### src/rtl/clk_seq_pkg.sv
// Shared types and default constants for the clock/reset sequencer.
// Optional feature macro used by clk_reset_seq: CLK_SEQ_PAUSE_EN (adds a pause input).
package clk_seq_pkg;

  // Sequencer states: wait for lock, qualify lock, hold reset, run.
  typedef enum logic [1:0] {
    WAIT_LOCK = 2'd0,
    STABLE    = 2'd1,
    HOLD      = 2'd2,
    RUN       = 2'd3
  } seq_state_e;

  localparam int unsigned LOCK_STABLE_DEF = 1024;
  localparam int unsigned RST_HOLD_DEF    = 256;
  localparam int unsigned CE_DIV_DEF      = 8;

  // Lock-qualify / reset-hold counter width.
  localparam int unsigned CNT_W = 16;

endpackage

### src/rtl/sync_2ff.sv
// Single-bit double-flop synchronizer, asynchronously cleared to 0.
module sync_2ff (
  input  logic clk,
  input  logic rst,
  input  logic d,
  output logic q
);

  logic meta_q;
  logic sync_q;

  // Two back-to-back flops give the first one a full cycle to resolve.
  always_ff @(posedge clk or posedge rst) begin
    if (rst) begin
      meta_q <= 1'b0;
      sync_q <= 1'b0;
    end else begin
      meta_q <= d;
      sync_q <= meta_q;
    end
  end

  assign q = sync_q;

endmodule

### src/rtl/clk_reset_seq.sv
// Clock/reset sequencer: qualifies PLL lock, holds the core in reset for a
// fixed time, then releases it and generates pixel/half-rate clock enables.
// Optional build macro CLK_SEQ_PAUSE_EN adds a pause input that freezes the
// clock-enable divider while in RUN without touching the FSM or core_rst.
module clk_reset_seq
  import clk_seq_pkg::*;
#(
  parameter int unsigned LOCK_STABLE = LOCK_STABLE_DEF,
  parameter int unsigned RST_HOLD    = RST_HOLD_DEF,
  parameter int unsigned CE_DIV      = CE_DIV_DEF
) (
  input  logic       clk,
  input  logic       rst,
  input  logic       pll_locked,
`ifdef CLK_SEQ_PAUSE_EN
  input  logic       pause,
`endif
  output logic       core_rst,
  output logic       ce_pix,
  output logic       ce_half,
  output logic       ready,
  output seq_state_e dbg_state
);

  localparam int unsigned DIV_W = $clog2(2 * CE_DIV);
  localparam logic [DIV_W-1:0] PIX_MASK  = DIV_W'(CE_DIV - 1);
  localparam logic [DIV_W-1:0] DIV_LAST  = DIV_W'(2 * CE_DIV - 1);
  localparam logic [CNT_W-1:0] STABLE_END = CNT_W'(LOCK_STABLE - 1);
  localparam logic [CNT_W-1:0] HOLD_END   = CNT_W'(RST_HOLD - 1);

  logic locked_s;
  logic pause_w;

  seq_state_e       state_q, state_d;
  logic [CNT_W-1:0] cnt_q, cnt_d;
  logic [DIV_W-1:0] div_cnt_q, div_cnt_d;
  logic             core_rst_q, core_rst_d;
  logic             ce_pix_q, ce_pix_d;
  logic             ce_half_q, ce_half_d;
  logic             ready_q, ready_d;
  logic             run_stay;

  sync_2ff u_lock_sync (
    .clk (clk),
    .rst (rst),
    .d   (pll_locked),
    .q   (locked_s)
  );

`ifdef CLK_SEQ_PAUSE_EN
  assign pause_w = pause;
`else
  assign pause_w = 1'b0;
`endif

  // Next-state logic: lock qualification, reset hold, and any loss of lock
  // sends the sequencer straight back to WAIT_LOCK.
  always_comb begin
    state_d = state_q;
    cnt_d   = cnt_q;
    case (state_q)
      WAIT_LOCK: begin
        if (locked_s) begin
          state_d = STABLE;
          cnt_d   = '0;
        end
      end
      STABLE: begin
        if (!locked_s) begin
          state_d = WAIT_LOCK;
          cnt_d   = '0;
        end else if (cnt_q == STABLE_END) begin
          state_d = HOLD;
          cnt_d   = '0;
        end else begin
          cnt_d = cnt_q + CNT_W'(1);
        end
      end
      HOLD: begin
        if (!locked_s) begin
          state_d = WAIT_LOCK;
          cnt_d   = '0;
        end else if (cnt_q == HOLD_END) begin
          state_d = RUN;
          cnt_d   = '0;
        end else begin
          cnt_d = cnt_q + CNT_W'(1);
        end
      end
      RUN: begin
        if (!locked_s) begin
          state_d = WAIT_LOCK;
          cnt_d   = '0;
        end
      end
      default: begin
        state_d = WAIT_LOCK;
        cnt_d   = '0;
      end
    endcase
  end

  // Divider and strobes: only advance while staying in RUN, so the divider
  // enters RUN at 0 and strobes can never appear on the exit cycle.
  always_comb begin
    run_stay  = (state_q == RUN) && (state_d == RUN);
    div_cnt_d = '0;
    ce_pix_d  = 1'b0;
    ce_half_d = 1'b0;
    if (run_stay) begin
      if (pause_w) begin
        div_cnt_d = div_cnt_q;
      end else begin
        div_cnt_d = div_cnt_q + DIV_W'(1);
        ce_pix_d  = (div_cnt_q & PIX_MASK) == PIX_MASK;
        ce_half_d = (div_cnt_q == DIV_LAST);
      end
    end
    core_rst_d = (state_d != RUN);
    ready_d    = (state_d == RUN);
  end

  // All state and outputs registered; reset forces the safe (in-reset) values.
  always_ff @(posedge clk or posedge rst) begin
    if (rst) begin
      state_q    <= WAIT_LOCK;
      cnt_q      <= '0;
      div_cnt_q  <= '0;
      core_rst_q <= 1'b1;
      ce_pix_q   <= 1'b0;
      ce_half_q  <= 1'b0;
      ready_q    <= 1'b0;
    end else begin
      state_q    <= state_d;
      cnt_q      <= cnt_d;
      div_cnt_q  <= div_cnt_d;
      core_rst_q <= core_rst_d;
      ce_pix_q   <= ce_pix_d;
      ce_half_q  <= ce_half_d;
      ready_q    <= ready_d;
    end
  end

  assign core_rst  = core_rst_q;
  assign ce_pix    = ce_pix_q;
  assign ce_half   = ce_half_q;
  assign ready     = ready_q;
  assign dbg_state = state_q;

endmodule

### config.mk
export PLATFORM = sky130hd
export DESIGN_NAME = clk_reset_seq
export DESIGN_NICKNAME = d
export VERILOG_FILES = /design/src/rtl/clk_seq_pkg.sv /design/src/rtl/sync_2ff.sv /design/src/rtl/clk_reset_seq.sv
export SDC_FILE = /design/constraint.sdc
export NUM_CORES = 1
export LEC_CHECK = 0
export CAP_MARGIN = 30
export CORE_ASPECT_RATIO = 0.6
export CORE_MARGIN = 1.5
export CORE_UTILIZATION = 45
export DETAILED_ROUTE_END_ITERATION = 10
export SLEW_MARGIN = 20
export SYNTH_ARGS = -nofsm -noshare
export SYNTH_HDL_FRONTEND = slang
export SYNTH_SLANG_ARGS = --single-unit
### constraint.sdc
create_clock -name clk -period 4.55 [get_ports clk]
set_input_delay 0.91 -clock clk [delete_from_list [all_inputs] [get_ports clk]]
set_output_delay 0.91 -clock clk [all_outputs]
set_load 0.03 [all_outputs]
==> summary.md <==
| Metric | Value |
|---|---|
| Least-Margin Pin Slew | `589 ps` |
| WP buf/inv | `1` |
| Post-CTS Setup Bufs | `0` |
| CP Launch Type | `flip-flop` |
| Tmin final | `2370 ps` |
| Relative slew slack | `60.7%` |
| HPWL Detailed | `2.11 mm` |
| TritonCTS Buffers | `3` |
| Die area | `0.00365 sq mm` |
| Iter 0 DRT Violations | `77` |
| Crit path depth | `1` |
| Largest delay contributor family on the critical path | `buffers and inverters` |
| Synth top area share | `45.7%` |
| Switching part of the total | `30.0%` |
| Critical path's slowest cell | `clkdlybuf4s50_1` |
| DR WL/cell | `15.2 um` |
| Initial Util | `49.2%` |
| Commonest non-fill, non-tap cell in the layout | `dfrtp_1` |
| Worst path arrival time | `1460 ps` |
| Setup violators final | `0` |
| Rows | `15` |
| Crit-path max FO | `1` |
| Async S/R FF share, synth | `100%` |
| Global-route wire length before repair | `4.69 mm` |
| Logic pwr share | `23.6%` |
| H-tree level count | `1` |
| DRT antenna net count | `0` |
| Max-Cap Viols | `0` |
| CP Capture Type | `primary output` |
| Status | `finished clean` |
| Antenna fix cells | `0` |
| Maximum number of pins on one net before global-route repair | `17` |
| Mean Syn Cell Area | `10.6 sq um` |
| Commonest cells after routing, fill and taps aside | `27 x dfrtp_1, 12 x xor2_1, 11 x nand3_1, 10 x and3_1, 10 x nor2_2` |
| CTS clock-pin slew for the worst setup and hold paths | `90 ps` |
| FF-to-FF path depth | `6` |
| Critical Path, Cell by Cell | `clkdlybuf4s50_1` |
| Mapped Cells | `139` |
| Max incr delay on CP | `660 ps` |
| Dominant cells by area after synthesis | `dfrtp_1 46%, xor2_1 7.1%, ha_1 6.8%` |
| Non-Filler Instances | `190` |
| Final period utilization | `52.1%` |
| Layout cells sized above 1 | `15.5%` |
| Setup TNS Final | `0 ps` |
| Clock sinks | `28` |
| Buffers added on ports | `8` |
| Critical path required time | `3640 ps` |
| Worst min-delay path class | `flip-flop to flip-flop` |
| Clk network pwr share | `27.5%` |
| CTS Hold Bufs | `0` |
| Ys flop type | `dfrtp_1` |
| Synth Register Bits | `28` |
| Worst hold stages | `0` |
| Number of synthesized flops with an enable pin | `0` |
| Die H | `47.4 um` |
| Vias per cell | `5.35` |
| Worst skew pair latency | `270 ps` |
| DRC Markers | `0` |
| Initial antenna violation count | `0` |
| DRT Pass-1 Iters | `4` |
| Mapped cell area | `0.00148 sq mm` |
| Die width | `77.0 um` |
| Layout area overhead | `12.4%` |
| Proportion of power drawn by flip-flops and latches | `48.9%` |
| Highest clock rate | `422 MHz` |
| Netlist cell types | `38` |
| Inst Count DP | `186` |
| Max rail drop VDD | `169 uV` |
| RePlAce Congestion | `0.786` |
| Routed WL | `2.89 mm` |
| Total GRT Usage | `17.4%` |
| Vias in the first global route | `931` |
| Io pins | `9` |
| NetSw | `0.165 mW` |
| Final #Nets | `160` |
| Synth Net Count | `150` |
| Clock skew | `4.87 ps` |
| # resized after CTS | `0` |
| Pleak | `0.762 nW` |
| Internal Power | `0.385 mW` |
| Pwr Density | `331 mW/mm^2` |
| RSZ-0062 raised after global routing | `false` |
| CTS root buf | `clkbuf_8` |
| Core ar. | `0.00300 sq mm` |
| Vias | `1016` |
| Post-synth top area cell | `dfrtp_1` |
| Yosys warns | `0` |
| Final hold vios | `0` |
| Longest Clk Path Bufs | `2` |
| Sequential fraction of the synthesis area | `47.5%` |
| CTS tree | `done` |
| Gr ovfl total | `0` |
| Slew Limit Fails | `0` |
| WS Path Type | `flip-flop to primary output` |
per-layer routing:
| metal | track usage, % | routed length (um) | vias to the layer above |
|---|---|---|---|
| li1 | - | - | 498 |
| met1 | 26.0 | 1570 | 492 |
| met2 | 25.8 | 1200 | 24 |
| met3 | 4.66 | 117 | 2 |
| met4 | 2.18 | 8 | 0 |
| met5 | 0 | 0 | - |
final cells by class:
cell class                 count  area (sq um)
multi-input combinational    104           734
timing repair buffer           9           108
fill                         267          1340
clock buffer                   4          55.1
inverter                       3          11.3
tap                           42          52.6
sequential                    28           702
Yosys cell counts, types with 2 or more instances:
cell type and n:
inv_1 3, nor2b_1 2, nand4_1 3, xor2_1 12
nand2_1 9, nand4bb_1 2, nand3_1 11, nand2b_1 3
xnor2_1 2, nor3_1 2, and3_1 10, clkbuf_1 3
o21ai_0 2, dfrtp_1 27, nor2_2 10, ha_1 8
nor2_1 9
power by group through the flow:
stage / Clock [mW] / Sequential, mW / Combinational [mW]
finish: 0.151 / 0.269 / 0.130
global route: 0.170 / 0.270 / 0.142
CTS: 0.159 / 0.268 / 0.130
detailed placement: 0 / 0.273 / 0.129
global placement: 0 / 0.272 / 0.124
floorplan: 0 / 0.279 / 0.103
kinds of logic after synthesis:
logic type / synth area share (%)
and+or+nand+nor: 27.2
DFF: 47.5
xor gates and xnor gates: 8.29
AOI/OAI and AO/OA: 5.92
adders and majority gates: 6.77
buffers and inverters: 2.88
muxes: 1.44
flip-flops by register name (all words and copies together), names as in the netlist:
register,count
cnt_q,16
div_cnt_q,4
dbg_state,2
ce_half,1
ce_pix,1
core_rst,1
ready,1
u_lock_sync.meta_q,1
u_lock_sync.q,1
through the flow:
step | power (mW) | hold WS [ps] | area (sq um) | utilization (%) | setup WS, ps
after global placement | 0.397 | 335 | 1580 | 52.6 | 2360
after floorplan | 0.381 | 331 | 1480 | - | 2580
after detailed placement | 0.402 | 336 | 1610 | 53.5 | 2440
after CTS | 0.557 | 358 | 1660 | 55.4 | 2160
after global routing | 0.582 | 372 | 1660 | 55.4 | 2130
final | 0.550 | 356 | 1660 | 55.4 | 2180
worst paths after layout:
kind                       slack (ps)                       to                    startpoint
max reg2reg                      2390    cnt_q[15]$_DFFE_PP0P_        dbg_state[0]$_DFF_PP0_
min reg2reg                       360  u_lock_sync.q$_DFF_PP0_  u_lock_sync.meta_q$_DFF_PP0_
min in group asynchronous         990   div_cnt_q[0]$_DFF_PP0_                           rst
min                               360  u_lock_sync.q$_DFF_PP0_  u_lock_sync.meta_q$_DFF_PP0_
max                              2180                 core_rst            core_rst$_DFF_PP1_
max in group asynchronous        3000       core_rst$_DFF_PP1_                           rst
No activity file was read; power rests on OpenSTA's default activity.
